$ cat config.mk
export PLATFORM = sky130hd
export DESIGN_NAME = md_issue_ctrl
export DESIGN_NICKNAME = d
export VERILOG_FILES = /design/src/rtl/md_pkg.sv /design/src/rtl/md_issue_ctrl.sv
export SDC_FILE = /design/constraint.sdc
export NUM_CORES = 1
export LEC_CHECK = 0
export BUFFER_PORTS_ARGS = -buffer_cell sky130_fd_sc_hd__buf_2
export CORE_AREA = 10 10 84 86
export CTS_CLUSTER_SIZE = 24
export DETAILED_ROUTE_END_ITERATION = 10
export DIE_AREA = 0 0 94 96
export PLACE_DENSITY = 0.89
export SLEW_MARGIN = 10
export SYNTH_ARGS = -nofsm -noshare
export SYNTH_HDL_FRONTEND = slang
export SYNTH_SLANG_ARGS = --single-unit
export TNS_END_PERCENT = 20
$ cat constraint.sdc
create_clock -name clk -period 2.1 [get_ports clk]
set_input_delay 0.105 -clock clk [delete_from_list [all_inputs] [get_ports clk]]
set_output_delay 0.105 -clock clk [all_outputs]
set_load 0.01 [all_outputs]
$ cat src/rtl/md_pkg.sv
`default_nettype none
// ============================================================================
//  Module      : md_pkg
//  Description : Shared definitions for the MULDIV issue controller:
//                EX-stage HI/LO opcode classes, MULDIV op encodings, FSM
//                state encoding and the opcode-to-MULDIV-op mapping helper.
//  Revision    : 1.0 - initial release
// ============================================================================
package md_pkg;

    // HI/LO instruction class carried in the ID/EX register (4 bits).
    // Codes 9..15 are unused and behave like MD_NONE.
    localparam logic [3:0] MD_NONE  = 4'd0;
    localparam logic [3:0] MD_MULT  = 4'd1;
    localparam logic [3:0] MD_MULTU = 4'd2;
    localparam logic [3:0] MD_DIV   = 4'd3;
    localparam logic [3:0] MD_DIVU  = 4'd4;
    localparam logic [3:0] MD_MFHI  = 4'd5;
    localparam logic [3:0] MD_MFLO  = 4'd6;
    localparam logic [3:0] MD_MTHI  = 4'd7;
    localparam logic [3:0] MD_MTLO  = 4'd8;

    // MULDIV op port encoding.
    localparam logic [1:0] MDOP_MULTU = 2'd0;
    localparam logic [1:0] MDOP_MULT  = 2'd1;
    localparam logic [1:0] MDOP_DIVU  = 2'd2;
    localparam logic [1:0] MDOP_DIV   = 2'd3;

    // Controller FSM encoding.
    typedef logic [1:0] md_state_t;
    localparam md_state_t ST_IDLE   = 2'd0;
    localparam md_state_t ST_ISSUED = 2'd1;
    localparam md_state_t ST_WAIT   = 2'd2;

    // Arithmetic class to MULDIV op; non-arithmetic classes map to 0.
    function automatic logic [1:0] md_op_map(input logic [3:0] op);
        logic [1:0] r;
        r = MDOP_MULTU;
        case (op)
            MD_MULT:  r = MDOP_MULT;
            MD_MULTU: r = MDOP_MULTU;
            MD_DIV:   r = MDOP_DIV;
            MD_DIVU:  r = MDOP_DIVU;
            default:  r = MDOP_MULTU;
        endcase
        return r;
    endfunction

endpackage
`default_nettype wire

$ cat src/rtl/md_issue_ctrl.sv
`default_nettype none
// ============================================================================
//  Module      : md_issue_ctrl
//  Description : EX-stage controller in front of MULDIV. Decodes the HI/LO
//                instruction class, issues start/we to MULDIV, tracks the
//                in-flight operation (including the one-cycle gap between
//                Start and Busy rising), stalls IF/ID/EX while a HI/LO
//                instruction must wait, and returns HI/LO for mfhi/mflo.
//  Revision    : 1.0 - initial release
//
//  Optional feature (compile-time macro MD_WDOG_EN):
//    defined   - WAIT watchdog; after WDOG_LIMIT WAIT cycles the controller
//                sets the sticky md_timeout flag and returns to IDLE.
//    undefined - no watchdog, md_timeout tied low.
//
//  Parameters:
//    WDOG_LIMIT   : WAIT cycles tolerated before timeout (MD_WDOG_EN only)
//
//  Ports:
//    clk, reset       : clock, synchronous active-high reset
//    ex_valid         : EX stage holds a valid instruction
//    ex_md_op [3:0]   : HI/LO instruction class
//    ex_rs_val[31:0]  : forwarded rs operand
//    ex_rt_val[31:0]  : forwarded rt operand
//    flush            : EX instruction squashed this cycle
//    md_busy          : MULDIV Busy
//    md_hi/md_lo      : MULDIV HI / LO
//    md_start         : MULDIV Start
//    md_op [1:0]      : MULDIV op (0 MULTU, 1 MULT, 2 DIVU, 3 DIV)
//    md_we, md_hilo   : MULDIV HI/LO write enable and select (1 = HI)
//    md_d1, md_d2     : MULDIV operands (rs, rt)
//    md_stall         : freeze IF/ID/EX
//    ex_md_result     : HI for mfhi, LO for mflo, else 0
//    md_timeout       : sticky watchdog flag
// ============================================================================
module md_issue_ctrl
    import md_pkg::*;
#(
    parameter int WDOG_LIMIT = 16
) (
    input  logic        clk,
    input  logic        reset,
    input  logic        ex_valid,
    input  logic [3:0]  ex_md_op,
    input  logic [31:0] ex_rs_val,
    input  logic [31:0] ex_rt_val,
    input  logic        flush,
    input  logic        md_busy,
    input  logic [31:0] md_hi,
    input  logic [31:0] md_lo,
    output logic        md_start,
    output logic [1:0]  md_op,
    output logic        md_we,
    output logic        md_hilo,
    output logic [31:0] md_d1,
    output logic [31:0] md_d2,
    output logic        md_stall,
    output logic [31:0] ex_md_result,
    output logic        md_timeout
);

    md_state_t r_state;
    md_state_t w_state_nxt;

    logic w_op_known;
    logic w_hit;
    logic w_arith;
    logic w_move;
    logic w_idle;
    logic w_wdog_expire;

    assign w_op_known = (ex_md_op >= MD_MULT) && (ex_md_op <= MD_MTLO);
    assign w_hit      = ex_valid && !flush && w_op_known;
    assign w_arith    = w_hit && (ex_md_op <= MD_DIVU);
    assign w_move     = w_hit && ((ex_md_op == MD_MTHI) || (ex_md_op == MD_MTLO));
    // IDLE is the only state in which HI/LO are final and MULDIV is free,
    // so every new start or direct write is confined to it.
    assign w_idle     = (r_state == ST_IDLE);

    // ------------------------------------------------------------------
    // State register
    // ------------------------------------------------------------------
    always_ff @(posedge clk) begin
        if (reset) begin
            r_state <= ST_IDLE;
        end else begin
            r_state <= w_state_nxt;
        end
    end

    // ------------------------------------------------------------------
    // Watchdog
    // ------------------------------------------------------------------
`ifdef MD_WDOG_EN
    localparam logic [7:0] c_wdog_limit = 8'(WDOG_LIMIT);

    logic [7:0] r_wdog_cnt;
    logic       r_timeout;

    // The counter sits at zero outside WAIT, so it is cleared on entry and
    // counts completed WAIT cycles; expiry is judged on the cycle that would
    // bring it to the limit.
    assign w_wdog_expire = (r_state == ST_WAIT) && md_busy &&
                           ((r_wdog_cnt + 8'd1) == c_wdog_limit);

    always_ff @(posedge clk) begin
        if (reset) begin
            r_wdog_cnt <= 8'd0;
            r_timeout  <= 1'b0;
        end else begin
            if (r_state == ST_WAIT) begin
                r_wdog_cnt <= r_wdog_cnt + 8'd1;
            end else begin
                r_wdog_cnt <= 8'd0;
            end
            if (w_wdog_expire) begin
                r_timeout <= 1'b1;
            end
        end
    end

    assign md_timeout = r_timeout;
`else
    assign w_wdog_expire = 1'b0;
    assign md_timeout    = 1'b0;
`endif

    // ------------------------------------------------------------------
    // Next-state logic
    // ------------------------------------------------------------------
    always_comb begin
        w_state_nxt = r_state;
        case (r_state)
            ST_IDLE: begin
                if (md_start) begin
                    w_state_nxt = ST_ISSUED;
                end
            end
            // Busy is not yet visible in the cycle after Start; ISSUED covers
            // that gap. If Busy is still low here the unit either finished
            // instantly or never responded, so return to IDLE.
            ST_ISSUED: begin
                w_state_nxt = md_busy ? ST_WAIT : ST_IDLE;
            end
            ST_WAIT: begin
                if (!md_busy || w_wdog_expire) begin
                    w_state_nxt = ST_IDLE;
                end
            end
            default: begin
                w_state_nxt = ST_IDLE;
            end
        endcase
    end

    // ------------------------------------------------------------------
    // Output logic
    // ------------------------------------------------------------------
    always_comb begin
        md_start     = 1'b0;
        md_op        = MDOP_MULTU;
        md_we        = 1'b0;
        md_hilo      = 1'b0;
        md_stall     = 1'b0;
        ex_md_result = 32'd0;
        if (!reset) begin
            md_start = w_arith && w_idle;
            md_op    = md_op_map(ex_md_op);
            md_we    = w_move && w_idle;
            md_hilo  = (ex_md_op == MD_MTHI);
            // Any HI/LO instruction waits while an op is outstanding; a
            // squashed one is gone and must not hold the pipeline.
            md_stall = w_hit && !w_idle;
            case (ex_md_op)
                MD_MFHI: ex_md_result = md_hi;
                MD_MFLO: ex_md_result = md_lo;
                default: ex_md_result = 32'd0;
            endcase
        end
    end

    assign md_d1 = ex_rs_val;
    assign md_d2 = ex_rt_val;

endmodule
`default_nettype wire

# Yosys cells after proc, flatten, opt, wreduce, memory -nomap -nowiden
# Index checks and enable logic that the tools add are counted.
# totals
register_bits	2
input_bits	137
output_inout_bits	103
wordCells	40
# op_classes
mux	12
reduce_logical	13
eq_ne	11
order_cmp	3
# ops
op	n
32-bit case mux with 2 select lines	1
32-bit two-way mux	1
4-bit by 3-bit equality test with 1-bit output (second input constant)	4
2-bit case mux with 3 select lines	2
1-bit logical AND	8
2-bit two-way mux	4
4-bit by 1-bit equality test with 1-bit output (second input constant)	1
4-bit by 2-bit equality test with 1-bit output (second input constant)	1
4-bit equality test (second input constant)	1
4-bit by 1-bit greater-or-equal comparator with 1-bit output (second input constant)	1
4-bit by 3-bit <= comparator with 1-bit output (second input constant)	1
4-bit <= comparator (second input constant)	1
1-bit two-way mux	4
2-bit != test (second input constant)	2
2-bit by 1-bit equality test with 1-bit output (second input constant)	1
2-bit equality test (second input constant)	1
1-bit zero test	2
2-bit zero test	1
2-bit AND reduction	1
1-bit logical OR	1

# Longest topological paths before layout
# Gate-level depths: netlist of the first run.
# depth
ltp_word	8
depth_mapped	5
mapped_depth_nobuf	2

# Least setup slack after synthesis of the first run
# Ideal clock, no wire load.
# synth_path
path_kind	reg-to-output
startpoint	register r_state[1]
endpoint	output port md_start
setup_slack_ns	0.767
path_stages_with_launch	3
arrival_ns	1.228
path_buffers	0
path_cell_list	dfxtp_1 -> or4b_1 -> a211oi_1
# synth_via
elab_chain_len	3
# synth_lines
element	line_no	source
start, declared	md_issue_ctrl.sv:62	md_state_t r_state;
start signal, assigned	md_issue_ctrl.sv:87	r_state <= w_state_nxt;
2-bit zero test	md_issue_ctrl.sv:78	assign w_idle = (r_state == ST_IDLE);
1-bit logical AND	md_issue_ctrl.sv:167	md_start = w_arith && w_idle;
1-bit two-way mux	md_issue_ctrl.sv:166	if (!reset) begin
end, declared	md_issue_ctrl.sv:51	output logic md_start,
# No other way between the ends.

# Worst setup path after layout of the first run
# Ends and elaborated chain as after synthesis.

==> flow_metrics.tcl, run 1 <==
set metrics [dict create \
    run_status "finished clean" \
    ir_drop_v 0.0003239 \
    final.setup_skew_ns 0.002120 \
    grt_pass1_wl_microns 7479 \
    drtIter0Drc 36 \
    grt_max_degree 41 \
    worstPathArrival_ns 1.48 \
    cts_tree "built" \
    layout-drive-gt1-share_pct 63.45 \
    initial_core_util_pct 29.17 \
    crit_path_end_kind "primary output" \
    layout_common_cells "buf_2 (110), nand3b_1 (65), a21oi_2 (29), a21oi_1 (4), buf_4 (4)" \
    max_freq_ghz 0.6304 \
    ys_seq_elements 2 \
    cap_violations 0 \
    synth_area_sq_mm 0.001577 \
    viasPerCell 4.861 \
    tns_ns 0 \
    cp-start-kind "register" \
    hold_buffers 0 \
    fin_hold_ws_ns 0.1223 \
    drc 0 \
    clock_latency_ns 0.21 \
    tightestPinTransition_ns 0.5103 \
    synth-simple-area-share_pct 37.78 \
    finalMaxSlewViolations 0 \
    place_congestion 0.7561 \
    clk_pin_slew_ns 0.03 \
    synth_fp_nets 343 \
    dieArea_sq_mm 0.009024 \
    largest_reg_flops 2 \
    cts-root-buf "clkbuf_8" \
    crit_type "reg -> out" \
    routedWlPerCell_microns 17.04 \
    ios 240 \
    die_x_microns 94 \
    synth_xor_area_share_pct 0.5556 \
    cp_max_fo 3 \
    clock_sinks 2 \
    yosysWarnings 0 \
    die_h_microns 96 \
    power_leakage_nw 0.7049 \
    rows 27 \
    max-slew-margin-rel_pct 65.98 \
    hold_viol 0 \
    power_density_mw_per_mm2 240.3 \
    regMostFlops "r_state" \
    grt-ovfl-total 0 \
    yosysSeqAreaShare_pct 2.540 \
    cp.required_ns 2.00 \
    htreeDepth 1 \
    synth.area.mux_share_pct 0 \
    synth_compound_area_share_pct 19.92 \
    post-route-period-util_pct 75.54 \
    first_global_vias 1426 \
    dp_hpwl_microns 4376 \
    rsz0062_at_grt "no" \
    grt.total_usage_pct 9.962 \
    synth_cell_types 25 \
    setup_violations 0 \
    synthAdderAreaFrac_pct 0 \
    routed_wl_microns 5283 \
    fillers 601 \
    antenna_found_initial 0 \
    firstDrtPassIters 4 \
    cts_inserted_buffers 3 \
    synth_top_family_by_area "buffers and inverters" \
    min_period_ns 1.586 \
    reg_top3 "r_state x2" \
    ant_nets 0 \
    cts_resized 0 \
    clockBufferDepth 2 \
    n_antenna_cell 0 \
    via_count 1507 \
    postCtsSetupRepairBufs 0 \
    nets 377 \
    core_area_sq_mm 0.005405 \
    syn_to_final_growth_pct 6.191 \
    io_buffers 110 \
    final_common_cell "buf_2" \
    hold_path.class "in -> reg" \
    synth_cells 206 \
    synth.avg_cell_area_sq_um 7.653 \
]
-- power breakdown --
part | switching (mW) | leakage [nW] | internal, mW
Clock | 0.0276 | 0.0216 | 0.121
Combinational | 0.109 | 0.667 | 0.105
Sequential | 0.000416 | 0.0162 | 0.0389
-- path summary, 6_finish.rpt --
check / startpoint / endpoint / slack (ns) / cells past startpoint
worst max-delay path: r_state[1] / md_start / 0.51 / 3
worst min-delay path: reset / r_state[1] / 0.12 / 2
worst max register to register: r_state[1] / r_state[0] / 0.82 / 2
worst min register to register: r_state[0] / r_state[1] / 0.55 / 2
-- metal layers --
metal  part of all wire, %  up-vias  global-route usage, %
li1                      -      717                      -
met2                    51       84                  17.74
met3                    12       36                  4.747
met4                   4.8        0                  6.456
met1                    33      670                  8.961
met5                     0        -                      0
-- kinds of logic (layout without fill, tap and decap cells) --
logic type | count (synthesis) | after routing
AO/OA/AOI/OAI | 38 | 38
flip-flops | 2 | 2
other | 1 | 1
XOR/XNOR | 1 | 1
buffers and inverters | 85 | 117
AND/OR/NAND/NOR | 79 | 79
-- cells in the mapped netlist (all sizes together) --
cell type	instances	area share, %
xnor2	1	0.56
or3b	3	1.7
nand4b	1	0.56
o31a	1	0.63
a211oi	3	1.4
nor2	2	0.95
or4b	2	1.3
nand3b	65	31
or2	1	0.40
conb	1	0.24
dfxtp	2	2.5
clkbuf	9	2.1
nor4	2	0.79
nand2	1	0.24
nor3b	2	0.95
o21bai	1	0.48
buf	76	37
a21oi	33	17
-- layout make-up --
cell class	count	area (sq um)	area share (%)
multi-input cells	119	922.1	55.08
well taps	72	90.09	5.381
flip-flops and latches	2	40.04	2.392
repair buffers	114	580.6	34.68
clock buffers	3	41.29	2.466
-- per-stage QoR --
step / cell area, sq um / setup slack [ns] / instances / utilization (%) / total power [mW]
2_1_floorplan: 1577 / 0.7671 / 206 / - / 0.2954
3_3_place_gp: 1633 / 0.5756 / 307 / 30.21 / 0.2488
3_5_place_dp: 1633 / 0.5158 / 307 / 30.21 / 0.2558
4_1_cts: 1674 / 0.5094 / 310 / 30.97 / 0.4095
5_1_grt: 1674 / 0.3900 / 310 / 30.97 / 0.4310
6_report: 1674 / 0.5137 / 310 / 30.97 / 0.4024
-- critical path, stage by stage, from the launching register on --
cell and delay [ns]:
dfxtp_1 0.32, or4b_1 0.58, a211oi_1 0.22, buf_2 0.16
Note: power is estimated with default switching activity, not from simulation.
==> inputs of run 2 (changes only) <==
--- a/config.mk
+++ b/config.mk
@@ -6,11 +6,11 @@
 export NUM_CORES = 1
 export LEC_CHECK = 0
 export BUFFER_PORTS_ARGS = -buffer_cell sky130_fd_sc_hd__buf_2
-export CORE_AREA = 10 10 84 86
+export CORE_MARGIN = 10
+export CORE_UTILIZATION = 30
 export CTS_CLUSTER_SIZE = 24
 export DETAILED_ROUTE_END_ITERATION = 10
-export DIE_AREA = 0 0 94 96
-export PLACE_DENSITY = 0.89
+export PLACE_DENSITY = 0.91
 export SLEW_MARGIN = 10
 export SYNTH_ARGS = -nofsm -noshare
 export SYNTH_HDL_FRONTEND = slang
==> constraint.sdc (replaced) <==
create_clock -name clk -period 1.6 [get_ports clk]
set_input_delay 0.08 -clock clk [delete_from_list [all_inputs] [get_ports clk]]
set_output_delay 0.08 -clock clk [all_outputs]
set_load 0.01 [all_outputs]
==> run 2 against run 1 <==
Effect of this change:
- routed wire length down 4.4%
- sequential cell count unchanged
- global-route usage grew 0.46 points
- worst hold slack worse by 0.020 ns
- count of clock-buffer cells in the layout is the same
- utilization rose by 2.2 points
- critical path depth is the same
- final cell count unchanged
- cell area is 1.3% higher
- combinational power increased by 34%
- via count unchanged
- critical path type unchanged
- critical endpoint unchanged
==> flow_metrics.tcl, run 2 (synthesis results as in run 1) <==
set metrics [dict create \
    via_count 1507 \
    grt.total_usage_pct 10.42 \
    rows 26 \
    cts_inserted_buffers 3 \
    place_congestion 0.7299 \
    initial_core_util_pct 30.87 \
    hold_path.class "in -> reg" \
    critical_path.top_delay_family "simple AND/OR/NAND/NOR gates" \
    dpl_cell_area_sq_mm 0.001645 \
    clockBufferDepth 2 \
    layout_common_cells "buf_2 (110), nand3b_1 (65), a21oi_2 (29), buf_4 (6), a21oi_1 (4)" \
    utilization_pct 33.19 \
    ant_nets 0 \
    worstPathArrival_ns 1.45 \
    power_leakage_nw 0.7164 \
    hold_buffers 0 \
    dp_hpwl_microns 4226 \
    clk_pin_slew_ns 0.03 \
    largest_reg_flops 2 \
    cts-root-buf "clkbuf_8" \
    cp_max_fo 3 \
    die_h_microns 92.49 \
    stdcell_count 310 \
    final.setup_skew_ns 0.001117 \
    hold_viol 0 \
    max_freq_ghz 0.6526 \
    worstPathCellList "or4b_4, a211oi_2, buf_2" \
    first_global_vias 1622 \
    layout-drive-gt1-share_pct 64.58 \
    ir_drop_v 0.0004737 \
    reg_top3 "r_state x2" \
    cp-start-kind "register" \
    drc 0 \
    ios 240 \
    setup_violations 0 \
    post-route-period-util_pct 95.77 \
    grt_max_degree 36 \
    cp.required_ns 1.52 \
    crit_path_end_kind "primary output" \
    final_common_cell "buf_2" \
    finalMaxSlewViolations 0 \
    min_period_ns 1.532 \
    rsz0062_at_grt "no" \
    run_status "finished clean" \
    firstDrtPassIters 4 \
    syn_to_final_growth_pct 7.540 \
    place_inst 307 \
    postCtsSetupRepairBufs 0 \
    fin_total_pwr_mw 0.5346 \
    power_density_mw_per_mm2 315.3 \
    critPathSlowestCell "or4b_4" \
    io_buffers 110 \
    crit_type "reg -> out" \
    core_area_sq_mm 0.005107 \
    cts_tree "built" \
    dieArea_sq_mm 0.008554 \
    slowest_delay_ns 0.56 \
    routedWlPerCell_microns 16.29 \
    htreeDepth 1 \
    routed_wl_microns 5050 \
    viasPerCell 4.861 \
    die_x_microns 92.49 \
    cp_num_buf_inv 1 \
    grt-ovfl-total 0 \
    drtIter0Drc 35 \
    regMostFlops "r_state" \
    antenna_found_initial 0 \
    grt_pass1_wl_microns 7845 \
    fillers 549 \
    clock_latency_ns 0.21 \
    tns_ns 0 \
    nets 379 \
    final_area_sq_mm 0.001695 \
    clock_sinks 2 \
    n_antenna_cell 0 \
    cap_violations 0 \
]
-- run 2: area by class of cell --
class / instances / area (sq um) / area share [%]
repair buffers: 116 / 595.6 / 35.13
flip-flops and latches: 2 / 40.04 / 2.362
clock buffers: 3 / 41.29 / 2.435
multi-input cells: 119 / 930.9 / 54.91
well taps: 70 / 87.58 / 5.166
-- run 2: power by group --
| group | internal [mW] | switching (mW) |
|---|---|---|
| sequential | 0.0510 | 0.000646 |
| combinational | 0.143 | 0.145 |
| clock | 0.159 | 0.0361 |
-- run 2: stage by stage --
step	hold slack [ns]	setup slack, ns
after floorplan	0.1560	0.2921
after global placement	0.1601	0.2531
after detailed placement	0.1601	0.2345
after CTS	0.09246	0.01262
after global routing	0.1181	0.02287
final	0.1024	0.06769
-- run 2: final timing paths --
path,start,end,slack [ns],cells after the start
setup / recovery,r_state[1],md_start,0.07,3
hold / removal,reset,r_state[1],0.10,2
setup reg to reg,r_state[1],r_state[0],0.34,2
hold reg to reg,r_state[0],r_state[1],0.58,2
-- run 2: per-layer routing --
metal  routed length (microns)  track usage [%]  part of all wire [%]  up-vias
met3                       584            4.439                    12       40
met5                         0                0                     0        -
met2                      2333            17.71                    46       90
met1                      1858            10.24                    37      654
li1                          -                -                     -      723
met4                       273            6.812                   5.4        0
-- run 2: worst reg2reg max path: cells and delay by family (launching register included) --
kind,cells,cell delay (ns)
simple gates,1,0.56
compound gates,1,0.27
flops,1,0.32
-- run 2: timing repair --
item                                    in CTS  in global routing
endpoints found under the setup margin       0                  1
gates resized for setup                      0                  2
hold endpoints to repair                     0                  0
==> inputs of run 3 (changes only) <==
--- a/config.mk
+++ b/config.mk
@@ -10,7 +10,7 @@
 export CORE_UTILIZATION = 30
 export CTS_CLUSTER_SIZE = 24
 export DETAILED_ROUTE_END_ITERATION = 10
-export PLACE_DENSITY = 0.91
+export PLACE_DENSITY = 0.83
 export SLEW_MARGIN = 10
 export SYNTH_ARGS = -nofsm -noshare
 export SYNTH_HDL_FRONTEND = slang
==> run 3 against run 2 <==
Effect of this change:
- setup slack improved by 0.0039 ns
- non-clock buffer count is the same
- final cell count is the same
- count of clock-buffer cells in the layout unchanged
- routed wire length increased by 0.14%
- register-to-register slack improved by 0.03 ns
- cell area stayed put
- global-route usage grew 0.21 points
- critical path depth did not move
- power fell by 0.32%
- critical path type unchanged
- largest power group unchanged
- highest routed layer unchanged
==> flow_metrics.tcl, run 3 (synthesis results as in run 1) <==
set metrics [dict create \
    run_status "finished clean" \
    clock_sinks 2 \
    crit_path_end_kind "primary output" \
    worstPathArrival_ns 1.45 \
    hold_viol 0 \
    layout-drive-gt1-share_pct 64.58 \
    via_count 1528 \
    crit_type "reg -> out" \
    pre_cts_ws_ns 0.2373 \
    grt.total_usage_pct 10.64 \
    cp.required_ns 1.52 \
    layout_common_cells "buf_2 (110), nand3b_1 (65), a21oi_2 (29), buf_4 (6), a21oi_1 (4)" \
    rsz0062_at_grt "no" \
    postCtsSetupRepairBufs 0 \
    ios 240 \
    worstRegToRegCells 2 \
    cts_resized 0 \
    regMostFlops "r_state" \
    syn_to_final_growth_pct 7.540 \
    drtIter0Drc 32 \
    cap_violations 0 \
    routed_wl_microns 5057 \
    ir_drop_v 0.0004534 \
    tns_ns 0 \
    dieArea_sq_mm 0.008554 \
    cp_max_fo 3 \
    critPathSlowestCell "or4b_4" \
    grt-ovfl-total 0 \
    cts_inserted_buffers 3 \
    worstPathCellList "or4b_4, a211oi_2, buf_2" \
    core_area_sq_mm 0.005107 \
    critical_path.top_delay_family "simple AND/OR/NAND/NOR gates" \
    finalMaxSlewViolations 0 \
    slowest_delay_ns 0.56 \
    dp_hpwl_microns 4311 \
    cp_num_buf_inv 1 \
    viasPerCell 4.929 \
    worst_slack_ns 0.07155 \
    firstDrtPassIters 4 \
    final_common_cell "buf_2" \
    final.setup_skew_ns 0.0009131 \
    nets 379 \
    utilization_pct 33.19 \
    dpl_cell_area_sq_mm 0.001645 \
    final_area_sq_mm 0.001695 \
    max_freq_ghz 0.6543 \
    reg_top3 "r_state x2" \
    first_global_vias 1625 \
    cts_tree "built" \
    clk_pin_slew_ns 0.03 \
    power_density_mw_per_mm2 314.3 \
    die_h_microns 92.49 \
    critical_path_depth 3 \
    cp-start-kind "register" \
    clock_latency_ns 0.21 \
    drc 0 \
    n_antenna_cell 0 \
    htreeDepth 1 \
    rows 26 \
    power_leakage_nw 0.7164 \
    cts-root-buf "clkbuf_8" \
    antenna_found_initial 0 \
    place_congestion 0.7525 \
    hold_buffers 0 \
    setup_violations 0 \
    post-route-period-util_pct 95.53 \
    die_x_microns 92.49 \
    whs_path_depth 2 \
    ant_nets 0 \
    largest_reg_flops 2 \
    grt_max_degree 38 \
    clockBufferDepth 2 \
    initial_core_util_pct 30.87 \
    io_buffers 110 \
    min_period_ns 1.528 \
    grt_pass1_wl_microns 7852 \
    hold_path.class "in -> reg" \
    routedWlPerCell_microns 16.31 \
]
run 3: cell counts in the layout (fill, tap and decap cells not counted):
No cell type changed its count.
run 3: per-layer routing:
metal	part of all wire, %	vias up	GRT usage (%)
li1	-	723	-
met5	0	-	0
met3	13	38	5.811
met4	5.7	0	6.812
met1	32	675	9.405
met2	50	92	18.53
run 3: cell type report:
class / count / area [sq um]
Clock buffer: 3 / 41.29
Fill cell: 565 / 3412
Multi-Input combinational cell: 119 / 930.9
Sequential cell: 2 / 40.04
Tap cell: 70 / 87.58
Timing Repair Buffer: 116 / 595.6
run 3: worst paths after layout:
| kind | startpoint | end | slack [ns] |
|---|---|---|---|
| max | r_state[1] | md_start | 0.07 |
| min | reset | r_state[1] | 0.09 |
| max reg2reg | r_state[1] | r_state[0] | 0.37 |
| min reg2reg | r_state[0] | r_state[1] | 0.58 |
run 3: power breakdown:
group,switching (mW),internal [mW]
logic,0.143,0.143
clock network,0.0365,0.159
registers,0.000670,0.0510
total,0.180,0.353
run 3: stage by stage:
| stage | total power [mW] | hold WS [ns] | std cells |
|---|---|---|---|
| after floorplan | 0.3877 | 0.1560 | 206 |
| after global placement | 0.3266 | 0.1601 | 307 |
| after detailed placement | 0.3369 | 0.1601 | 307 |
| after CTS | 0.5372 | 0.08710 | 310 |
| after global routing | 0.5841 | 0.09734 | 310 |
| final | 0.5329 | 0.09357 | 310 |
